--- src/rtl/reg_file_seq_pkg.sv ---
// ============================================================================
// reg_file_seq_pkg
// Shared opcode, register-function, state and index constants.
// Revision: 1.0
// ============================================================================
`default_nettype none

package reg_file_seq_pkg;

  localparam logic [2:0] OP_NOP   = 3'b000;
  localparam logic [2:0] OP_LDEXT = 3'b001;
  localparam logic [2:0] OP_MOV   = 3'b010;
  localparam logic [2:0] OP_CLR   = 3'b011;
  localparam logic [2:0] OP_INC   = 3'b100;
  localparam logic [2:0] OP_DEC   = 3'b101;
  localparam logic [2:0] OP_SWAP  = 3'b110;
  localparam logic [2:0] OP_ILL   = 3'b111;

  localparam logic [2:0] FUN_DEC  = 3'b000;
  localparam logic [2:0] FUN_INC  = 3'b001;
  localparam logic [2:0] FUN_LOAD = 3'b010;
  localparam logic [2:0] FUN_CLR  = 3'b011;

  // S4 doubles as the SWAP scratch register.
  localparam logic [2:0] TEMP_IDX = 3'd7;

  // Index bit selecting the scratch bank (S1-S4) over the main bank (R1-R4).
  localparam int IDX_BANK_BIT = 2;

  typedef logic [2:0] state_t;
  localparam state_t ST_IDLE = 3'd0;
  localparam state_t ST_EXEC = 3'd1;
  localparam state_t ST_STEP = 3'd2;
  localparam state_t ST_SW1  = 3'd3;
  localparam state_t ST_SW2  = 3'd4;
  localparam state_t ST_SW3  = 3'd5;
  localparam state_t ST_ERR  = 3'd6;

  typedef struct packed {
    logic [2:0] op;
    logic [2:0] dst;
    logic [2:0] src;
  } cmd_t;

  function automatic logic swap_uses_temp(input logic [2:0] dst, input logic [2:0] src);
    return (dst == TEMP_IDX) || (src == TEMP_IDX);
  endfunction

endpackage

`default_nettype wire

--- src/rtl/reg_file_sequencer_decode.sv ---
// ============================================================================
// reg_idx_decode
// Converts a register index plus enable into one-hot main/scratch write enables.
// Revision: 1.0
// ============================================================================
`default_nettype none

module reg_idx_decode
  import reg_file_seq_pkg::*;
(
  input  logic [2:0] i_idx,
  input  logic       i_en,
  output logic [3:0] o_reg_sel,
  output logic [3:0] o_scr_sel
);

  logic [3:0] w_onehot;

  // Lowest index in a bank maps to the most significant enable bit.
  always_comb begin
    w_onehot  = 4'b1000 >> i_idx[1:0];
    o_reg_sel = (i_en && !i_idx[IDX_BANK_BIT]) ? w_onehot : 4'b0000;
    o_scr_sel = (i_en &&  i_idx[IDX_BANK_BIT]) ? w_onehot : 4'b0000;
  end

endmodule

`default_nettype wire

--- src/rtl/reg_file_sequencer.sv ---
// ============================================================================
// reg_file_sequencer
// Command sequencer driving register-file selects for load/move/step/swap ops.
// Revision: 1.0
// ============================================================================
`default_nettype none

module reg_file_sequencer
  import reg_file_seq_pkg::*;
(
  input  logic       Clock,
  input  logic       Reset,
  input  logic       CmdValid,
  output logic       CmdReady,
  input  logic [2:0] CmdOp,
  input  logic [2:0] CmdDst,
  input  logic [2:0] CmdSrc,
  input  logic [2:0] CmdCnt,
  output logic       Done,
  output logic       Err,
  output logic [2:0] OutASel,
  output logic [2:0] FunSel,
  output logic [3:0] RegSel,
  output logic [3:0] ScrSel,
  output logic       ISel
);

  state_t     r_state;
  state_t     w_state_nxt;
  cmd_t       r_cmd;
  cmd_t       w_cmd_in;
  logic [2:0] r_cnt;
  logic       w_accept;
  logic       w_wr_en;
  logic [2:0] w_wr_idx;

  assign CmdReady = (r_state == ST_IDLE);
  assign w_accept = CmdValid && CmdReady;

  always_comb begin
    w_cmd_in.op  = CmdOp;
    w_cmd_in.dst = CmdDst;
    w_cmd_in.src = CmdSrc;
  end

  always_comb begin
    w_state_nxt = r_state;
    case (r_state)
      ST_IDLE: begin
        if (w_accept) begin
          case (CmdOp)
            OP_INC, OP_DEC: w_state_nxt = ST_STEP;
            OP_SWAP: begin
              if (swap_uses_temp(CmdDst, CmdSrc)) begin
                w_state_nxt = ST_ERR;
              end else if (CmdDst == CmdSrc) begin
                w_state_nxt = ST_EXEC;
              end else begin
                w_state_nxt = ST_SW1;
              end
            end
            OP_ILL:  w_state_nxt = ST_ERR;
            default: w_state_nxt = ST_EXEC;
          endcase
        end
      end
      ST_STEP: begin
        if (r_cnt == 3'd0) begin
          w_state_nxt = ST_IDLE;
        end
      end
      ST_SW1:  w_state_nxt = ST_SW2;
      ST_SW2:  w_state_nxt = ST_SW3;
      default: w_state_nxt = ST_IDLE;
    endcase
  end

  always_ff @(posedge Clock) begin
    if (Reset) begin
      r_state <= ST_IDLE;
      r_cmd   <= '0;
      r_cnt   <= 3'd0;
    end else begin
      r_state <= w_state_nxt;
      if (w_accept) begin
        r_cmd <= w_cmd_in;
        r_cnt <= CmdCnt;
      end else if ((r_state == ST_STEP) && (r_cnt != 3'd0)) begin
        r_cnt <= r_cnt - 3'd1;
      end
    end
  end

  always_comb begin
    w_wr_en  = 1'b0;
    w_wr_idx = 3'd0;
    OutASel  = 3'd0;
    FunSel   = FUN_LOAD;
    ISel     = 1'b0;
    Done     = 1'b0;
    Err      = 1'b0;
    case (r_state)
      ST_EXEC: begin
        Done = 1'b1;
        case (r_cmd.op)
          OP_LDEXT: begin
            w_wr_en  = 1'b1;
            w_wr_idx = r_cmd.dst;
          end
          OP_MOV: begin
            OutASel  = r_cmd.src;
            ISel     = 1'b1;
            w_wr_en  = 1'b1;
            w_wr_idx = r_cmd.dst;
          end
          OP_CLR: begin
            FunSel   = FUN_CLR;
            w_wr_en  = 1'b1;
            w_wr_idx = r_cmd.dst;
          end
          // NOP and a self-SWAP leave the file untouched.
          default: ;
        endcase
      end
      ST_STEP: begin
        FunSel   = (r_cmd.op == OP_INC) ? FUN_INC : FUN_DEC;
        w_wr_en  = 1'b1;
        w_wr_idx = r_cmd.dst;
        Done     = (r_cnt == 3'd0);
      end
      ST_SW1: begin
        OutASel  = r_cmd.dst;
        ISel     = 1'b1;
        w_wr_en  = 1'b1;
        w_wr_idx = TEMP_IDX;
      end
      ST_SW2: begin
        OutASel  = r_cmd.src;
        ISel     = 1'b1;
        w_wr_en  = 1'b1;
        w_wr_idx = r_cmd.dst;
      end
      ST_SW3: begin
        OutASel  = TEMP_IDX;
        ISel     = 1'b1;
        w_wr_en  = 1'b1;
        w_wr_idx = r_cmd.src;
        Done     = 1'b1;
      end
      ST_ERR: begin
        Done = 1'b1;
        Err  = 1'b1;
      end
      default: ;
    endcase
    // A command cut short by reset must not report completion.
    if (Reset) begin
      Done = 1'b0;
      Err  = 1'b0;
    end
  end

  reg_idx_decode u_decode (
    .i_idx     (w_wr_idx),
    .i_en      (w_wr_en && !Reset),
    .o_reg_sel (RegSel),
    .o_scr_sel (ScrSel)
  );

endmodule

`default_nettype wire

--- config.mk ---
export PLATFORM = sky130hd
export DESIGN_NAME = reg_file_sequencer
export DESIGN_NICKNAME = d
export VERILOG_FILES = /design/src/rtl/reg_file_seq_pkg.sv /design/src/rtl/reg_file_sequencer_decode.sv /design/src/rtl/reg_file_sequencer.sv
export SDC_FILE = /design/constraint.sdc
export NUM_CORES = 1
export LEC_CHECK = 0
export CORE_MARGIN = 5
export CORE_UTILIZATION = 40
export CTS_CLUSTER_SIZE = 30
export DETAILED_ROUTE_END_ITERATION = 8
export PLACE_DENSITY = 0.67
export SETUP_SLACK_MARGIN = 0.1
export SYNTH_ARGS = -nofsm -noshare
export SYNTH_HDL_FRONTEND = slang
export SYNTH_SLANG_ARGS = --single-unit
--- constraint.sdc ---
create_clock -name Clock -period 2.6 [get_ports Clock]
set_clock_uncertainty 0.05 [all_clocks]
set_input_delay 0.52 -clock Clock [delete_from_list [all_inputs] [get_ports Clock]]
set_output_delay 0.52 -clock Clock [all_outputs]
set_load 0.01 [all_outputs]
==> results by group <==
Run status
  • Status: finished, final reports clean

Timing
  • Final Hold Viols: 0
  • Slew Viols, Final: 0
  • RSZ-0062 raised after global routing: yes
  • Post-route minimum period: roughly 2500 ps
  • Tcrit/Tclk final: just under 100%
  • Setup violations, final: 0
  • Fmax: 0.3933 GHz
  • Setup TNS: 0 ps

Global route
  • Grt total ovfl: 0
  • Gr busiest metal: met2
  • First-pass GRT wire length: slightly above 6 mm
  • Met1 GRT Util: around a fifth
  • Met2 Resource Use GR: around 33%
  • Tot GR Track Use: between 10% and 20%
  • Antenna violations before repair: 0
  • M3 GR Usage: approximately 2.6%
  • Largest net degree at the start of global routing: 15
  • Vias in the first global route: 1450

Critical path
  • Startpoint types: flip-flop
  • Crit-path cells: or2_4 > buf_4 > and2_1 > o221a_2 > buf_4 > a211oi_1 > buf_2
  • Slowest CP cell: dfxtp_2
  • R2R Setup Slk: roughly 750 ps
  • Critical path type: reg2out
  • Critical Path Fanout Max: 4
  • Worst EP required: a little over 2000 ps
  • CP max stage delay: ~330 ps
  • Most used cell, CP: buf_4
  • Critical Path AT: ~2000 ps
  • Nature of the critical path endpoint: primary output

Route
  • Initial DRC Count: 64
  • DRT antenna net count: 0
  • DR pass1 iterations: 4
  • WL/cell: about 14 um
  • Vias/cell: around 5.5
  • DRC viols: 0
  • Vias: between 1000 and 1500
  • Routed wire length: roughly 3.8 mm

Synth
  • Largest family of logic cells by synthesized area: simple AND/OR/NAND/NOR gates
  • Mapped Cells: 174
  • YS warnings: 0
  • Seq cells post-synth: 15
  • Xor and xnor area share after synthesis: ~3.6%
  • Leading area contributor after synthesis: dfxtp_1
  • Number of synthesized flops with an enable pin: 0
  • Largest cells by area after synthesis: dfxtp_1, nand2_1, a21oi_1, nor2_1, a211oi_1
  • Post-synthesis adder-cell area fraction: 3.077%
  • Ys flop type: dfxtp_1
  • Share of the synthesized area in the top cell type: 24.62%
  • Asr flop ratio synth: 0%
  • Avg Cell Area, Syn: approximately 7 um^2
  • Seq/Total Area, Yosys: around a quarter
  • Mux cell area share after synthesis: less than 1%
  • Distinct cells, synth: 41
  • Simple logic cell fraction of the synthesized area: between 30% and 40%
  • Syn_nets: about 190
  • Mapped cell area: about 1200 um^2
  • Synth Area in Compound Gates: between 20% and 30%

Clocking
  • CTS Sinks: 15
  • Clock Latency Late Sink: around 280 ps
  • CTS H-tree depth: 1
  • Hold_buf cts: 0
  • CTS Buf Count: 3
  • CTS Root Cell: clkbuf_4
  • CTS clk-pin slew, worst paths: 90 ps
  • CTS tree: yes
  • Worst-case clock buffer depth: 2

Cells and area
  • Final instance area: ~1900 um^2
  • Synthesis-to-layout area growth: 51.80%
  • Fin util: a little over 60%
  • Commonest non-fill, non-tap cells in the layout: buf_4, nand2_1, clkdlybuf4s50_1
  • Final net count: 250
  • Share of layout cells above drive strength 1: 25.97%
  • Commonest non-fill, non-tap cell in the layout: buf_4
  • N_diodes: 0

Floorplanning
  • DIE AREA: 4254 um^2
  • Row Count: 20
  • Die Span Y: 65.23 um
  • Die W: roughly 65 um
  • Initial core utilization: 40.97%
  • Core area: 2978 um^2
  • IO Pins: 33

Placed design
  • Number of buffers added on ports: 31
  • Detailed Place HPWL: approximately 3 mm
  • Placed cell area: about 1800 um^2
  • Routability cong.: between 0.8 and 0.9

Power and ir drop
  • Power density over the cells: ~450 nW/um^2
  • Pleak: 0.0007848 uW
  • Worst vdd ir: about 0.00029 V

Hold path
  • Hold Crit Class: reg2reg

Job
  • Max-cap violations: 0
[cells by family (layout without fill, tap and decap cells)]
group | Yosys count | after routing
muxes | 1 | 1
AOI/OAI and AO/OA | 49 | 49
xor gates and xnor gates | 5 | 5
adders and majority gates | 3 | 3
DFF | 15 | 15
buffers and inverters | 20 | 77
and+or+nand+nor | 80 | 80
other | 1 | 1
[registers in the layout, indices dropped and copies added (netlist names)]
register  count
r_cnt         3
r_state       3
r_cmd         9
[routing by layer]
layer  routed length (um)  vias up
li1                     -      746
met4                   84        0
met5                    0        -
met1                 1677      666
met2                 1851       36
met3                  159        9
[worst paths after layout]
check	end	startpoint	cells after the start
worst max-delay path	RegSel[1]	r_state[2]	7
worst min-delay path	r_cmd[1]	r_cmd[1]	2
worst max register to register	r_state[1]	r_state[1]	6
worst min register to register	r_cmd[1]	r_cmd[1]	2
[layout make-up]
cell class | instances | area (um^2)
fillers | 292 | 1126
multi-input cells | 139 | 909.6
repair buffers | 65 | 540.5
flip-flops and latches | 15 | 304.0
well taps | 33 | 41.29
inverters | 8 | 30.03
clock buffers | 4 | 26.28
[critical path: cells and delay by family (launching register included)]
kind,cells,cell delay (ps)
AOI/OAI and AO/OA,2,480
DFF,1,330
buffers and inverters,3,480
and+or+nand+nor,2,410
[metrics by stage]
step / worst slack [ps] / cells / hold slack (ps) / total power, uW
after floorplan: 191.6 / 174 / 399.4 / 498.1
after global placement: -129.4 / 259 / 443.6 / 660.1
after detailed placement: -145.4 / 259 / 455.2 / 669.5
after CTS: -59.55 / 264 / 466.1 / 811.6
after global routing: -23.94 / 264 / 488.1 / 885.6
final: 57.13 / 264 / 467.6 / 825.0
[what timing repair did]
| action | CTS | global route |
|---|---|---|
| gates resized for setup | 42 | 15 |
| pin swaps | 5 | 3 |
| endpoints found under the hold margin | 0 | 0 |
| endpoints found under the setup margin | 13 | 11 |
| buffers inserted | 1 | 0 |
[power breakdown]
part	switching, uW	internal, uW	leakage (uW)	total, uW
clock network	74.8	59.5	0.0000150	134
registers	20.3	256	0.000124	277
logic	215	199	0.000645	414
[synth_stat cells (3+ instances only)]
cell type,instances
ha_1,3
and2_1,3
a211oi_1,5
xnor2_1,4
nor2b_1,5
dfxtp_1,15
nand2_1,29
nand4_1,5
a22oi_1,3
nand3_1,6
o21ai_0,5
o22ai_1,3
clkbuf_1,8
a21oi_1,15
nor3_1,3
a21o_1,5
nor4_1,4
nor2_1,15
o211ai_1,3
inv_1,8
No activity file was read; power rests on OpenSTA's default activity.
